[src/rtl/mac_feeder_pkg.sv]
// mac_feeder_pkg: instruction bit positions, FSM states and instruction builder for the feeder
package mac_feeder_pkg;
  localparam int INST_LOAD_W = 0;
  localparam int INST_PASS = 1;
  localparam int INST_ACC_N = 2;
  localparam int INST_SIMD = 3;
  typedef enum logic [1:0] {IDLE, WAIT, STREAM, FLUSH} state_t;
  function automatic logic [3:0] make_inst(input logic op, input logic simd, input logic acc);
    logic [3:0] w;
    w = '0;
    w[INST_LOAD_W] = ~op;
    w[INST_PASS] = op;
    w[INST_ACC_N] = op & acc;
    w[INST_SIMD] = simd;
    return w;
  endfunction
endpackage

[src/rtl/feeder_fifo.sv]
// feeder_fifo: power-of-two synchronous FIFO with occupancy, full and sticky overflow
module feeder_fifo #(
  parameter int width = 32,
  parameter int depth = 64,
  parameter int cnt_bw = $clog2(depth + 1)
) (
  input  logic              clk,
  input  logic              reset,
  input  logic              wr,
  input  logic              rd,
  input  logic [width-1:0]  din,
  output logic [width-1:0]  dout,
  output logic              full,
  output logic              ovf,
  output logic [cnt_bw-1:0] count
);
  localparam int aw = $clog2(depth);
  logic [width-1:0] mem [depth];
  logic [aw-1:0] wp_q, wp_d, rp_q, rp_d;
  logic [cnt_bw-1:0] cnt_q, cnt_d;
  logic ovf_q, ovf_d, push, pop;
  assign full = cnt_q == cnt_bw'(depth);
  assign count = cnt_q;
  assign ovf = ovf_q;
  assign dout = mem[rp_q];
  // A push while full is dropped even if a pop frees a slot this cycle
  always_comb begin
    push = wr & ~full;
    pop = rd & (cnt_q != '0);
    wp_d = wp_q + aw'(push);
    rp_d = rp_q + aw'(pop);
    cnt_d = cnt_q + cnt_bw'(push) - cnt_bw'(pop);
    ovf_d = ovf_q | (wr & full);
  end
  // Storage array needs no reset; only pointers and count define emptiness
  always_ff @(posedge clk) begin
    if (push) mem[wp_q] <= din;
  end
  // Pointer, occupancy and overflow state
  always_ff @(posedge clk or posedge reset) begin
    if (reset) begin
      wp_q <= '0;
      rp_q <= '0;
      cnt_q <= '0;
      ovf_q <= 1'b0;
    end else begin
      wp_q <= wp_d;
      rp_q <= rp_d;
      cnt_q <= cnt_d;
      ovf_q <= ovf_d;
    end
  end
endmodule

[src/rtl/mac_feeder.sv]
// mac_feeder: buffers row vectors and streams skewed instruction/nibble diagonals into mac_array
module mac_feeder
  import mac_feeder_pkg::*;
#(
  parameter int rows = 8,
  parameter int inst_bw = 16,
  parameter int depth = 64,
  parameter int len_bw = $clog2(depth + 1)
) (
  input  logic                    clk,
  input  logic                    reset,
  input  logic                    wr,
  input  logic [4*rows-1:0]       in_d,
  output logic                    full,
  output logic                    ovf,
  input  logic                    cmd_valid,
  output logic                    cmd_ready,
  input  logic                    cmd_op,
  input  logic [len_bw-1:0]       cmd_len,
  input  logic                    cmd_simd,
  input  logic                    cmd_acc,
  output logic [4*rows-1:0]       out_w,
  output logic [inst_bw*rows-1:0] ii_w,
  output logic                    done,
  output logic [len_bw-1:0]       count
);
  state_t state_q, state_d;
  logic [len_bw-1:0] cnt_q, cnt_d, len_q, len_d;
  logic op_q, op_d, simd_q, simd_d, acc_q, acc_d, pop;
  logic [4*rows-1:0] fifo_dout, vec_q, vec_d;
  logic [inst_bw-1:0] ii_q [rows];
  logic [inst_bw-1:0] ii_d [rows];
  feeder_fifo #(.width(4 * rows), .depth(depth), .cnt_bw(len_bw)) u_fifo (
    .clk(clk),
    .reset(reset),
    .wr(wr),
    .rd(pop),
    .din(in_d),
    .dout(fifo_dout),
    .full(full),
    .ovf(ovf),
    .count(count)
  );
  assign cmd_ready = state_q == IDLE;
  assign pop = state_d == STREAM;
  // Command FSM; cnt counts remaining stream cycles, then the rows+1 cycle drain
  always_comb begin
    state_d = state_q;
    cnt_d = cnt_q;
    op_d = op_q;
    len_d = len_q;
    simd_d = simd_q;
    acc_d = acc_q;
    done = 1'b0;
    case (state_q)
      IDLE: if (cmd_valid) begin
        op_d = cmd_op;
        len_d = cmd_len;
        simd_d = cmd_simd;
        acc_d = cmd_acc;
        state_d = WAIT;
      end
      WAIT: if (count >= len_q) begin
        state_d = len_q == '0 ? FLUSH : STREAM;
        cnt_d = len_q == '0 ? len_bw'(rows) : len_q;
      end
      STREAM: begin
        state_d = cnt_q == len_bw'(1) ? FLUSH : STREAM;
        cnt_d = cnt_q == len_bw'(1) ? len_bw'(rows) : cnt_q - 1'b1;
      end
      FLUSH: begin
        state_d = cnt_q == '0 ? IDLE : FLUSH;
        done = cnt_q == '0;
        cnt_d = cnt_q - 1'b1;
      end
      default: state_d = IDLE;
    endcase
  end
  // Row-0 instruction and popped vector are registered one cycle ahead of STREAM so S lands at T+2
  always_comb begin
    ii_d[0] = pop ? inst_bw'(make_inst(op_q, simd_q, acc_q)) : '0;
    for (int i = 1; i < rows; i++) ii_d[i] = ii_q[i-1];
    vec_d = pop ? fifo_dout : '0;
  end
  // FSM state, latched command and the shared instruction/vector stages
  always_ff @(posedge clk or posedge reset) begin
    if (reset) begin
      state_q <= IDLE;
      cnt_q <= '0;
      op_q <= 1'b0;
      len_q <= '0;
      simd_q <= 1'b0;
      acc_q <= 1'b0;
      vec_q <= '0;
      for (int i = 0; i < rows; i++) ii_q[i] <= '0;
    end else begin
      state_q <= state_d;
      cnt_q <= cnt_d;
      op_q <= op_d;
      len_q <= len_d;
      simd_q <= simd_d;
      acc_q <= acc_d;
      vec_q <= vec_d;
      for (int i = 0; i < rows; i++) ii_q[i] <= ii_d[i];
    end
  end
  for (genvar i = 0; i < rows; i++) begin : g_row
    logic [4*(i+1)-1:0] sr_q, sr_d;
    assign sr_d = (4 * (i + 1))'({sr_q, vec_q[4*i+:4]});
    assign out_w[4*i+:4] = sr_q[4*i+:4];
    assign ii_w[inst_bw*i+:inst_bw] = ii_q[i];
    // Row i nibble delay line: i+1 stages after the shared popped-vector stage
    always_ff @(posedge clk or posedge reset) begin
      if (reset) sr_q <= '0;
      else sr_q <= sr_d;
    end
  end
endmodule

[config.mk]
export PLATFORM = sky130hd
export DESIGN_NAME = mac_feeder
export DESIGN_NICKNAME = d
export VERILOG_FILES = /design/src/rtl/mac_feeder_pkg.sv /design/src/rtl/feeder_fifo.sv /design/src/rtl/mac_feeder.sv
export SDC_FILE = /design/constraint.sdc
export NUM_CORES = 2
export LEC_CHECK = 0
export CAP_MARGIN = 20
export CORE_MARGIN = 2
export CORE_UTILIZATION = 40
export DETAILED_ROUTE_END_ITERATION = 8
export GPL_ROUTABILITY_DRIVEN = 0
export GPL_TIMING_DRIVEN = 0
export REMOVE_ABC_BUFFERS = 1
export SLEW_MARGIN = 15
export SYNTH_ARGS = -nofsm -noshare
export SYNTH_HDL_FRONTEND = slang
export SYNTH_HIERARCHICAL = 1
export SYNTH_SLANG_ARGS = --single-unit
export TNS_END_PERCENT = 100
[constraint.sdc]
create_clock -name clk -period 22 [get_ports clk]
set_input_delay 6.6 -clock clk [delete_from_list [all_inputs] [get_ports clk]]
set_output_delay 6.6 -clock clk [all_outputs]
set_load 0.005 [all_outputs]
==> flow_metrics.env <==
export IMPL_status="finished, final reports clean"
export IMPL_core_um2=217000
export IMPL_grt_total_usage_pct=18.1
export IMPL_clk_path_buf_depth=3
export IMPL_ys_types=59
export IMPL_slew_headroom_pct=27.1
export IMPL_fin_ws_ns=12.38
export IMPL_drc=0
export IMPL_placed_cell_area_um2=94700
export IMPL_finalNetCount=4292
export IMPL_tightest_slew_ns=1.09
export IMPL_grt_start_max_net_pins=94
export IMPL_hold_ws_ns=0.311
export IMPL_drive_gt1_share_pct=28.1
export IMPL_layout_commonest_cell="edfxtp_1"
export IMPL_p_leak_uw=0.0335
export IMPL_irDropWorstVdd_mv=0.0903
export IMPL_die_height_um=470
export IMPL_cp_start_kind="register"
export IMPL_fin_area_um2=102000
export IMPL_syn_area_per_cell_um2=22.0
export IMPL_final_hold_violation_count=0
export IMPL_synth_seq_cells=2295
export IMPL_post_cts_resized=0
export IMPL_maxCapViolCount=0
export IMPL_critical_path_class="reg -> out"
export IMPL_setup_viol=0
export IMPL_post_drt_wl_per_cell_um=27.7
export IMPL_fill_cells=17400
export IMPL_switching_share_pct=28.9
export IMPL_power_density_nw_per_um2=123
export IMPL_p_clk_share_pct=31.2
export IMPL_cts_reportedPaths_clkPinSlew_ns=0.06
export IMPL_clock_skew_ns=0.0621
export IMPL_endpoint_kind="output port"
export IMPL_hold_buffers=0
export IMPL_drt_initial_drc_count=4578
export IMPL_crit_buf_inv=1
export IMPL_maxSlewViolCount=0
export IMPL_post_cts_setup_buffer_count=0
export IMPL_dp_hpwl_um=129000
export IMPL_rsz0062_at_grt="false"
export IMPL_area_growth_pct=18.0
export IMPL_rows=171
export IMPL_timing_final_crit_share_pct=43.7
export IMPL_detail_route_antenna_nets=0
export IMPL_ys_async_sr_fraction_pct=10.8
export IMPL_synth_edf_count=2048
export IMPL_root_buffer="clkbuf_16"
export IMPL_required_ns=15.40
export IMPL_htreeDepth=4
export IMPL_cp_slowest_cell="or4_1"
export IMPL_slowest_delay_ns=0.70
export IMPL_cts_sinks=2295
export IMPL_port_buffers=120
export IMPL_synth_flop_cell="edfxtp_1"
export IMPL_critical_path_max_fanout=9
export IMPL_die_x_um=470
export IMPL_antenna_found_initial=2
export IMPL_first_pass_iters=7
export IMPL_cp_top_family="simple AND/OR/NAND/NOR gates"
export IMPL_power_switching_uw=3640
export IMPL_yosysSeqAreaShare_pct=77.9
export IMPL_via_per_inst=5.52
export IMPL_cp_arrival_ns=3.02
export IMPL_grt_pass1_vias=40900
export IMPL_initial_core_util_pct=40.1
export IMPL_insertion_delay_ns=0.86
export IMPL_mostFrequentLayoutCells="2048 x edfxtp_1, 516 x mux4_2, 241 x dfrtp_1"
export IMPL_period_minus_slack_ns=9.62
export IMPL_final_setup_tns_ns=0
export IMPL_clock_fmax_ghz=0.104
export IMPL_vias=40100
export IMPL_grt_pass1_wl_um=292000
export IMPL_dieArea_um2=221000
export IMPL_synthCells=3946
export IMPL_p_seq_share_pct=41.5
export IMPL_hp_class="reg -> reg"
export IMPL_wl_um=202000
export IMPL_comb_power_share_pct=27.4
export IMPL_intPower_uw=8970
export IMPL_io_pins=217
export IMPL_synth_warnings=6
export IMPL_syn_area_um2=86900
export IMPL_cts_buffers=223
export IMPL_grt_ovfl_total=0
export IMPL_cts_tree="built"
export IMPL_crit_chain="or4_1, nor4_1, clkdlybuf4s50_1"
export IMPL_num_antenna_cells=0
export IMPL_post_place_ws_ns=12.02
-- area by class of cell --
cell class / instances / area, um^2 / area share (%)
Timing Repair Buffer: 300 / 5460 / 5.33
Inverter: 29 / 116 / 0.114
Clock inverter: 121 / 1480 / 1.45
Clock buffer: 303 / 6260 / 6.11
Tap cell: 2854 / 3570 / 3.49
Sequential cell: 2295 / 67700 / 66.1
Multi-Input combinational cell: 1374 / 17900 / 17.4
-- cell usage after synthesis (39+ instances only) --
master,number,area share [%]
a22oi_1,39,0.34
buf_2,66,0.38
buf_4,173,1.5
clkbuf_1,78,0.34
dfrtp_1,247,7.1
edfxtp_1,2048,71
mux2_2,54,0.70
mux2i_1,79,0.91
mux4_2,516,13
nand2_1,43,0.19
nor2_1,120,0.52
o22ai_1,68,0.49
-- power groups by stage --
stage	combinational, uW	clock [uW]	sequential [uW]
floorplan	3220	0	5620
global placement	4540	0	5880
detailed placement	3500	0	5320
CTS	3510	4010	5230
global route	3670	4180	5260
finish	3450	3930	5230
-- final timing paths --
kind / from / slack [ns] / endpoint / cells past startpoint
setup / recovery: cnt_q[2] / 12.38 / done / 3
hold / removal: g_row[6].sr_q[21] / 0.31 / g_row[6].sr_q[25] / 0
setup reg to reg: u_fifo/rp_q[0] / 17.75 / vec_q[19] / 11
hold reg to reg: g_row[6].sr_q[21] / 0.31 / g_row[6].sr_q[25] / 0
max in group asynchronous: reset / 14.80 / u_fifo/rp_q[1] / 2
min in group asynchronous: reset / 6.18 / len_q[3] / 2
-- sequential cells by signal (all words and copies together), names as in the netlist --
name          cells
acc_q             1
cnt_q             7
g_row.sr_q      144
ii_w             32
len_q             7
op_q              1
simd_q            1
state_q           2
u_fifo/count      7
u_fifo/mem     2048
u_fifo/ovf        1
u_fifo/rp_q       6
u_fifo/wp_q       6
vec_q            32
-- layer usage --
| metal | wire length, um | up-vias | track usage, % |
|---|---|---|---|
| met4 | 4500 | 4 | 4.67 |
| met3 | 13100 | 264 | 2.94 |
| li1 | - | 16700 | - |
| met2 | 99400 | 1488 | 29.7 |
| met5 | 14 | - | 0 |
| met1 | 84600 | 21700 | 25.4 |
-- kinds of logic after synthesis --
group	count (synthesis)	synth area share [%]
other cells	1	0.00432
flops	2295	77.9
compound gates	288	2.35
buf+inv	372	2.49
fa+ha+maj	23	0.340
mux	649	15.0
simple gates	303	1.76
xor+xnor	15	0.151
-- worst register-to-register path, delay by kind of cell (launching register included) --
family / cells / cell delay [ns]
buffers and inverters: 5 / 1.56
multiplexers: 2 / 0.81
AO/OA/AOI/OAI: 3 / 0.84
flip-flops: 1 / 0.81
AND/OR/NAND/NOR: 1 / 0.14
-- stage by stage --
stage / cells / total power, uW / util [%]
2_1_floorplan: 3698 / 8840 / -
3_3_place_gp: 6672 / 10400 / 41.5
5_1_grt: 7276 / 13100 / 47.3
4_1_cts: 7275 / 12800 / 47.3
6_report: 7276 / 12600 / 47.3
3_5_place_dp: 6851 / 8820 / 43.7
No activity file was read; power rests on OpenSTA's default activity.
